File: src/rtl/mod_pwm_pkg.sv
// Shared constants for the two-channel servo PWM pair: default timing,
// servo duty limits and channel indices.
package mod_pwm_pkg;

  // Default timing: 50 MHz clk / 50 gives a 1 us tick, 20000 ticks is a 20 ms frame.
  localparam int PRESCALE_DEFAULT = 50;
  localparam int PERIOD_DEFAULT   = 20000;

  // Legal servo pulse window in ticks (1.0 ms .. 2.0 ms at the default tick).
  localparam int SERVO_MIN_DUTY = 1000;
  localparam int SERVO_MAX_DUTY = 2000;

  // Channel indices; they also match the demux select encoding.
  localparam int CH1 = 0;
  localparam int CH2 = 1;

  // Width of duty values and of the shared counters.
  localparam int DUTY_W = 16;

endpackage : mod_pwm_pkg

File: src/rtl/mod_pwm_channel.sv
// One PWM channel: a shadow duty register loaded on a strobe, an active
// duty register refreshed only at a period boundary (or at once while the
// counters are disabled), and a registered compare against the shared
// period counter.
// Optional feature: define PWM_CLAMP_EN to saturate captured duties to
// [SERVO_MIN_DUTY, SERVO_MAX_DUTY].
module mod_pwm_channel
  import mod_pwm_pkg::*;
#(
  parameter int DATA_W = DUTY_W
) (
  input  logic              clk,
  input  logic              rst_n,
  input  logic              enable,
  input  logic              boundary,
  input  logic              cap,
  input  logic [DATA_W-1:0] din,
  input  logic [DATA_W-1:0] period_nxt,
  output logic              pwm,
  output logic              pending,
  output logic [DATA_W-1:0] active
);

  logic [DATA_W-1:0] shadow;
  logic [DATA_W-1:0] shadow_nxt;
  logic [DATA_W-1:0] active_nxt;
  logic              pending_nxt;
  logic              xfer;
  logic              pwm_p1;

  // Saturate a captured duty to the servo window when clamping is built in.
  function automatic logic [DATA_W-1:0] sat_duty(input logic [DATA_W-1:0] d);
`ifdef PWM_CLAMP_EN
    if (d < DATA_W'(SERVO_MIN_DUTY)) begin
      return DATA_W'(SERVO_MIN_DUTY);
    end else if (d > DATA_W'(SERVO_MAX_DUTY)) begin
      return DATA_W'(SERVO_MAX_DUTY);
    end else begin
      return d;
    end
`else
    return d;
`endif
  endfunction

  // Next-state for shadow/active/pending. A transfer moves the value that
  // was in the shadow before this cycle, so a load landing on the boundary
  // is kept for the following period and leaves pending set.
  always_comb begin
    xfer        = pending && (boundary || !enable);
    shadow_nxt  = shadow;
    active_nxt  = active;
    pending_nxt = pending;
    if (xfer) begin
      active_nxt  = shadow;
      pending_nxt = 1'b0;
    end
    if (cap) begin
      shadow_nxt  = sat_duty(din);
      pending_nxt = 1'b1;
    end
  end

  // Register duty state; reset returns the channel to an idle 0 duty.
  always_ff @(posedge clk) begin
    if (!rst_n) begin
      shadow  <= '0;
      active  <= '0;
      pending <= 1'b0;
    end else begin
      shadow  <= shadow_nxt;
      active  <= active_nxt;
      pending <= pending_nxt;
    end
  end

  // Stage p0 -> p1: compare the counter and duty values that take effect
  // this edge, so the pin lines up with periodStart on a new period.
  always_ff @(posedge clk) begin
    if (!rst_n) begin
      pwm_p1 <= 1'b0;
    end else begin
      pwm_p1 <= enable && (period_nxt < active_nxt);
    end
  end

  assign pwm = pwm_p1;

endmodule : mod_pwm_channel

File: src/rtl/mod_pwm_pair.sv
// Two-channel servo PWM generator fed by the 16-bit demux. A shared
// prescaler and period counter keep both channels phase-aligned; each
// channel double-buffers its duty so pulses never change mid-period.
// Optional feature: define PWM_CLAMP_EN to clamp loaded duties to the
// servo window (handled inside mod_pwm_channel).
module mod_pwm_pair
  import mod_pwm_pkg::*;
#(
  parameter int PRESCALE = PRESCALE_DEFAULT,
  parameter int PERIOD   = PERIOD_DEFAULT
) (
  input  logic              clk,
  input  logic              rst_n,
  input  logic [DUTY_W-1:0] inPort1,
  input  logic [DUTY_W-1:0] inPort2,
  input  logic              sel,
  input  logic              load,
  input  logic              enable,
  output logic              pwmOut1,
  output logic              pwmOut2,
  output logic              periodStart,
  output logic [1:0]        pending
);

  localparam logic [DUTY_W-1:0] PRESC_MAX  = DUTY_W'(PRESCALE - 1);
  localparam logic [DUTY_W-1:0] PERIOD_MAX = DUTY_W'(PERIOD - 1);

  logic [DUTY_W-1:0] presc_cnt;
  logic [DUTY_W-1:0] presc_nxt;
  logic [DUTY_W-1:0] period_cnt;
  logic [DUTY_W-1:0] period_nxt;
  logic              tick;
  logic              boundary;
  logic              cap1;
  logic              cap2;
  logic              pend1;
  logic              pend2;
  logic [DUTY_W-1:0] active1;
  logic [DUTY_W-1:0] active2;

  // Tick and boundary decode from the current counter values.
  always_comb begin
    tick     = enable && (presc_cnt == PRESC_MAX);
    boundary = tick && (period_cnt == PERIOD_MAX);
  end

  // Next counter values; disabled counters are parked at 0 so the first
  // enabled period starts from count 0.
  always_comb begin
    presc_nxt  = presc_cnt;
    period_nxt = period_cnt;
    if (!enable) begin
      presc_nxt  = '0;
      period_nxt = '0;
    end else if (tick) begin
      presc_nxt  = '0;
      period_nxt = boundary ? '0 : period_cnt + DUTY_W'(1);
    end else begin
      presc_nxt  = presc_cnt + DUTY_W'(1);
    end
  end

  // Shared prescaler and period counter.
  always_ff @(posedge clk) begin
    if (!rst_n) begin
      presc_cnt  <= '0;
      period_cnt <= '0;
    end else begin
      presc_cnt  <= presc_nxt;
      period_cnt <= period_nxt;
    end
  end

  // One-cycle period-start flag for the cycle after the boundary.
  always_ff @(posedge clk) begin
    if (!rst_n) begin
      periodStart <= 1'b0;
    end else begin
      periodStart <= boundary;
    end
  end

  // Route the load strobe to the channel the demux is currently driving.
  always_comb begin
    cap1 = load && (sel == 1'(CH1));
    cap2 = load && (sel == 1'(CH2));
  end

  mod_pwm_channel #(
    .DATA_W (DUTY_W)
  ) u_ch1 (
    .clk        (clk),
    .rst_n      (rst_n),
    .enable     (enable),
    .boundary   (boundary),
    .cap        (cap1),
    .din        (inPort1),
    .period_nxt (period_nxt),
    .pwm        (pwmOut1),
    .pending    (pend1),
    .active     (active1)
  );

  mod_pwm_channel #(
    .DATA_W (DUTY_W)
  ) u_ch2 (
    .clk        (clk),
    .rst_n      (rst_n),
    .enable     (enable),
    .boundary   (boundary),
    .cap        (cap2),
    .din        (inPort2),
    .period_nxt (period_nxt),
    .pwm        (pwmOut2),
    .pending    (pend2),
    .active     (active2)
  );

  assign pending = {pend2, pend1};

  // Active duties are observed inside the channels; keep the taps tidy.
  logic unused_active;
  assign unused_active = ^{active1, active2};

endmodule : mod_pwm_pair
File: config.mk
export PLATFORM = sky130hd
export DESIGN_NAME = mod_pwm_pair
export DESIGN_NICKNAME = d
export VERILOG_FILES = /design/src/rtl/mod_pwm_pkg.sv /design/src/rtl/mod_pwm_channel.sv /design/src/rtl/mod_pwm_pair.sv
export SDC_FILE = /design/constraint.sdc
export NUM_CORES = 1
export LEC_CHECK = 0
export ABC_AREA = 0
export ABC_CLOCK_PERIOD_IN_PS = 8050
export BUFFER_PORTS_ARGS = -buffer_cell sky130_fd_sc_hd__buf_4
export CORE_ASPECT_RATIO = 1.2
export CORE_MARGIN = 4
export CORE_UTILIZATION = 33
export CTS_BUF_LIST = sky130_fd_sc_hd__clkbuf_16
export CTS_CLUSTER_DIAMETER = 50
export CTS_CLUSTER_SIZE = 14
export DETAILED_ROUTE_END_ITERATION = 12
export PLACE_DENSITY = 0.52
export SLEW_MARGIN = 10
export SYNTH_ARGS = -nofsm -noshare
export SYNTH_HDL_FRONTEND = slang
export SYNTH_SLANG_ARGS = --single-unit
File: constraint.sdc
create_clock -name clk -period 8.05 [get_ports clk]
set_input_delay 0.805 -clock clk [delete_from_list [all_inputs] [get_ports clk]]
set_output_delay 0.805 -clock clk [all_outputs]
set_load 0.01 [all_outputs]
==> metrics.md <==
| Metric | Value |
|---|---|
| Antenna-violating nets left | `0` |
| Post-synth EDFFs | `0` |
| Fin crit share | `0.542` |
| FF+latch count, synth | `101` |
| DRT iter0 DRCs | `208` |
| Clock Tree Root | `clkbuf_16` |
| Die footprint | `0.0170 mm²` |
| Slew HR | `0.209` |
| Placer congestion estimate | `0.836` |
| # diodes | `0` |
| Clk pin slew, worst setup/hold paths | `0.07 ns` |
| Number of global-route vias before repair | `3945` |
| Distinct cell type count after synthesis | `44` |
| Setup Total Neg Slack | `0 ns` |
| Hold_ws | `0.454 ns` |
| Yosys Warn Count | `0` |
| Post-synthesis instance area | `0.00494 mm²` |
| Worst setup path class | `reg2reg` |
| Count leader, synth | `dfxtp_1` |
| Area Growth Syn to Fin | `14.7%` |
| Synth top area cells | `dfxtp_1 (41%), ha_1 (8.4%), a21oi_1 (7.0%)` |
| Detailed-placement wirelength estimate | `8480 µm` |
| Seq/Total Area, Yosys | `0.410` |
| Final number of setup-violating endpoints | `0` |
| Synth area leader | `dfxtp_1` |
| Core ar. | `0.0145 mm²` |
| Worst path slowest cell | `nand4_1` |
| Top cells by count, synth | `dfxtp_1 (101), nand2_1 (80), a21oi_1 (69)` |
| Post-synth top area share | `0.410` |
| Critical Path Start Type | `flip-flop` |
| CTS Buffer Depth | `2` |
| Via/cell ratio | `5.00` |
| Slowest stage delay, CP | `0.73 ns` |
| Synth Net Count | `681` |
| Final min period | `4.36 ns` |
| CP top delay family | `simple AND/OR/NAND/NOR gates` |
| Site Rows | `48` |
| # Post-CTS Setup Buffers | `0` |
| Max-Cap Viols | `0` |
| CP endpoint kind | `flip-flop` |
| CP required | `8.31 ns` |
| RSZ-0062 raised after global routing | `false` |
| Ys flop type | `dfxtp_1` |
| Clock Sinks | `101` |
| Hold Path Class | `reg2reg` |
| Wire length per cell | `13.8 µm` |
| Fmax | `229 MHz` |
| Die Ht | `142 µm` |
| Gr ovfl total | `0` |
| Initial core utilization | `0.340` |
| Post-CTS sizing | `0` |
| DR vias | `4170` |
| First-pass GRT wire length | `19200 µm` |
| Hold-fix buffers, CTS | `0` |
| Ys async rst share | `0` |
| Worst-Margin Slew | `1.18 ns` |
| Syn_area_per_cell | `8.08 µm²` |
| CTS tree | `done` |
| Antenna violations before repair | `0` |
| Die width | `120 µm` |
| Max-slew violations | `0` |
| Critical Path Fanout Max | `48` |
| Critical path arrival | `4.62 ns` |
| Worst-skew pair later-pin latency | `0.35 ns` |
| Pin count of the biggest net entering global routing | `69` |
| GRT Util Overall | `0.139` |
| Routed WL | `11600 µm` |
| Port Buffers | `41` |
| Post-layout nets | `699` |
| # IOs | `42` |
| Buf+Inv Stages, Crit Path | `1` |
| H-tree levels | `3` |
| Power per cell area | `182 mW/mm²` |
| Worst VDD drop | `94.0 µV` |
| DRT Pass-1 Iters | `4` |
| Setup Skew | `0.00973 ns` |
| Layout cell share with drive strength beyond 1 | `0.101` |
| Final WS setup | `3.69 ns` |
| Clock buffer count from CTS | `9` |
| Final Hold Vio Count | `0` |
| DRC Markers | `0` |
| Status | `complete, no violations` |
| Syn Inst Count | `611` |
| LEAKAGE | `2.05 nW` |
| Pre-CTS setup slack | `3.39 ns` |
| Crit path cell chain | `ha_1 -> nor4b_1 -> nand4_1 -> o21ai_4 -> buf_4 -> nand3_1 -> and2_1 -> ha_1 -> a21o_1 -> a211o_1 -> o21ai_0 -> nand3_1 -> o31ai_1` |
==> metrics by stage <==
stage          cell area (µm²)  std cells  power, W  utilization
6_report                  5670        834   0.00103        0.390
3_5_place_dp              5360        818  0.000593        0.369
2_1_floorplan             4940        611  0.000568            -
3_3_place_gp              5360        818  0.000592        0.369
5_1_grt                   5670        834   0.00107        0.390
4_1_cts                   5670        834   0.00105        0.390
==> state kept, by name (all words and copies together) (netlist names) <==
name           cells
period_cnt        16
presc_cnt         16
u_ch1.active      16
u_ch1.shadow      16
u_ch2.active      16
u_ch2.shadow      16
periodStart        1
u_ch1.pending      1
u_ch1.pwm          1
u_ch2.pending      1
u_ch2.pwm          1
==> tightest hold or removal path, stage by stage, from the launching register on <==
cell and delay [ns]:
dfxtp_1 0.31, nand2_1 0.05, a21oi_1 0.05
==> routing by layer <==
metal  vias to the layer above  share of wire  routed length [µm]  track usage
li1                       2173              -                   -            -
met5                         -              0                   0            0
met2                        56           0.48                5550        0.233
met4                         0          0.013                 148       0.0404
met1                      1929           0.47                5440        0.181
met3                        12          0.036                 417       0.0318
==> final cells by class <==
type	count	area (µm²)
clock buffer	9	225
clock inverter	7	81.3
fill	1528	8870
tap	200	250
timing repair buffer	43	323
sequential	101	2020
inverter	10	37.5
multi-input combinational	464	2730
==> kinds of logic after synthesis <==
| family | Yosys count | synth area share |
|---|---|---|
| multiplexers | 1 | 0.00203 |
| buffers and inverters | 46 | 0.0405 |
| flip-flops | 101 | 0.410 |
| AND/OR/NAND/NOR | 274 | 0.270 |
| adder cells (fa/ha/maj) | 33 | 0.0836 |
| XOR/XNOR | 28 | 0.0497 |
| AO/OA/AOI/OAI | 128 | 0.144 |
==> where the power goes <==
part | internal, W | leakage, nW | total [W] | switching, W
clock network | 0.000246 | 0.148 | 0.000449 | 0.000203
registers | 0.000509 | 0.818 | 0.000518 | 0.00000815
logic | 0.0000262 | 1.09 | 0.0000632 | 0.0000370
total | 0.000782 | 2.05 | 0.00103 | 0.000248
==> path summary, 6_finish.rpt <==
check / slack (ns) / depth (start not counted) / to / startpoint
setup / recovery: 3.69 / 13 / u_ch1.pwm / presc_cnt[0]
hold / removal: 0.45 / 2 / u_ch2.shadow[0] / u_ch2.shadow[0]
setup reg to reg: 3.69 / 13 / u_ch1.pwm / presc_cnt[0]
hold reg to reg: 0.45 / 2 / u_ch2.shadow[0] / u_ch2.shadow[0]
==> cells in the final DEF, fill, tap and decap left out, types with 6 or more instances in the layout <==
| master | n |
|---|---|
| ha_1 | 33 |
| nor4_1 | 8 |
| nand2_1 | 80 |
| nor2_1 | 63 |
| inv_1 | 9 |
| and2_1 | 33 |
| nor3_1 | 9 |
| clkbuf_16 | 9 |
| xor2_1 | 12 |
| a21oi_1 | 69 |
| nand3_1 | 45 |
| dfxtp_1 | 101 |
| o21ai_0 | 35 |
| a211oi_1 | 6 |
| xnor2_1 | 16 |
| buf_4 | 43 |
| nand4_1 | 15 |
Note: power is estimated with default switching activity, not from simulation.
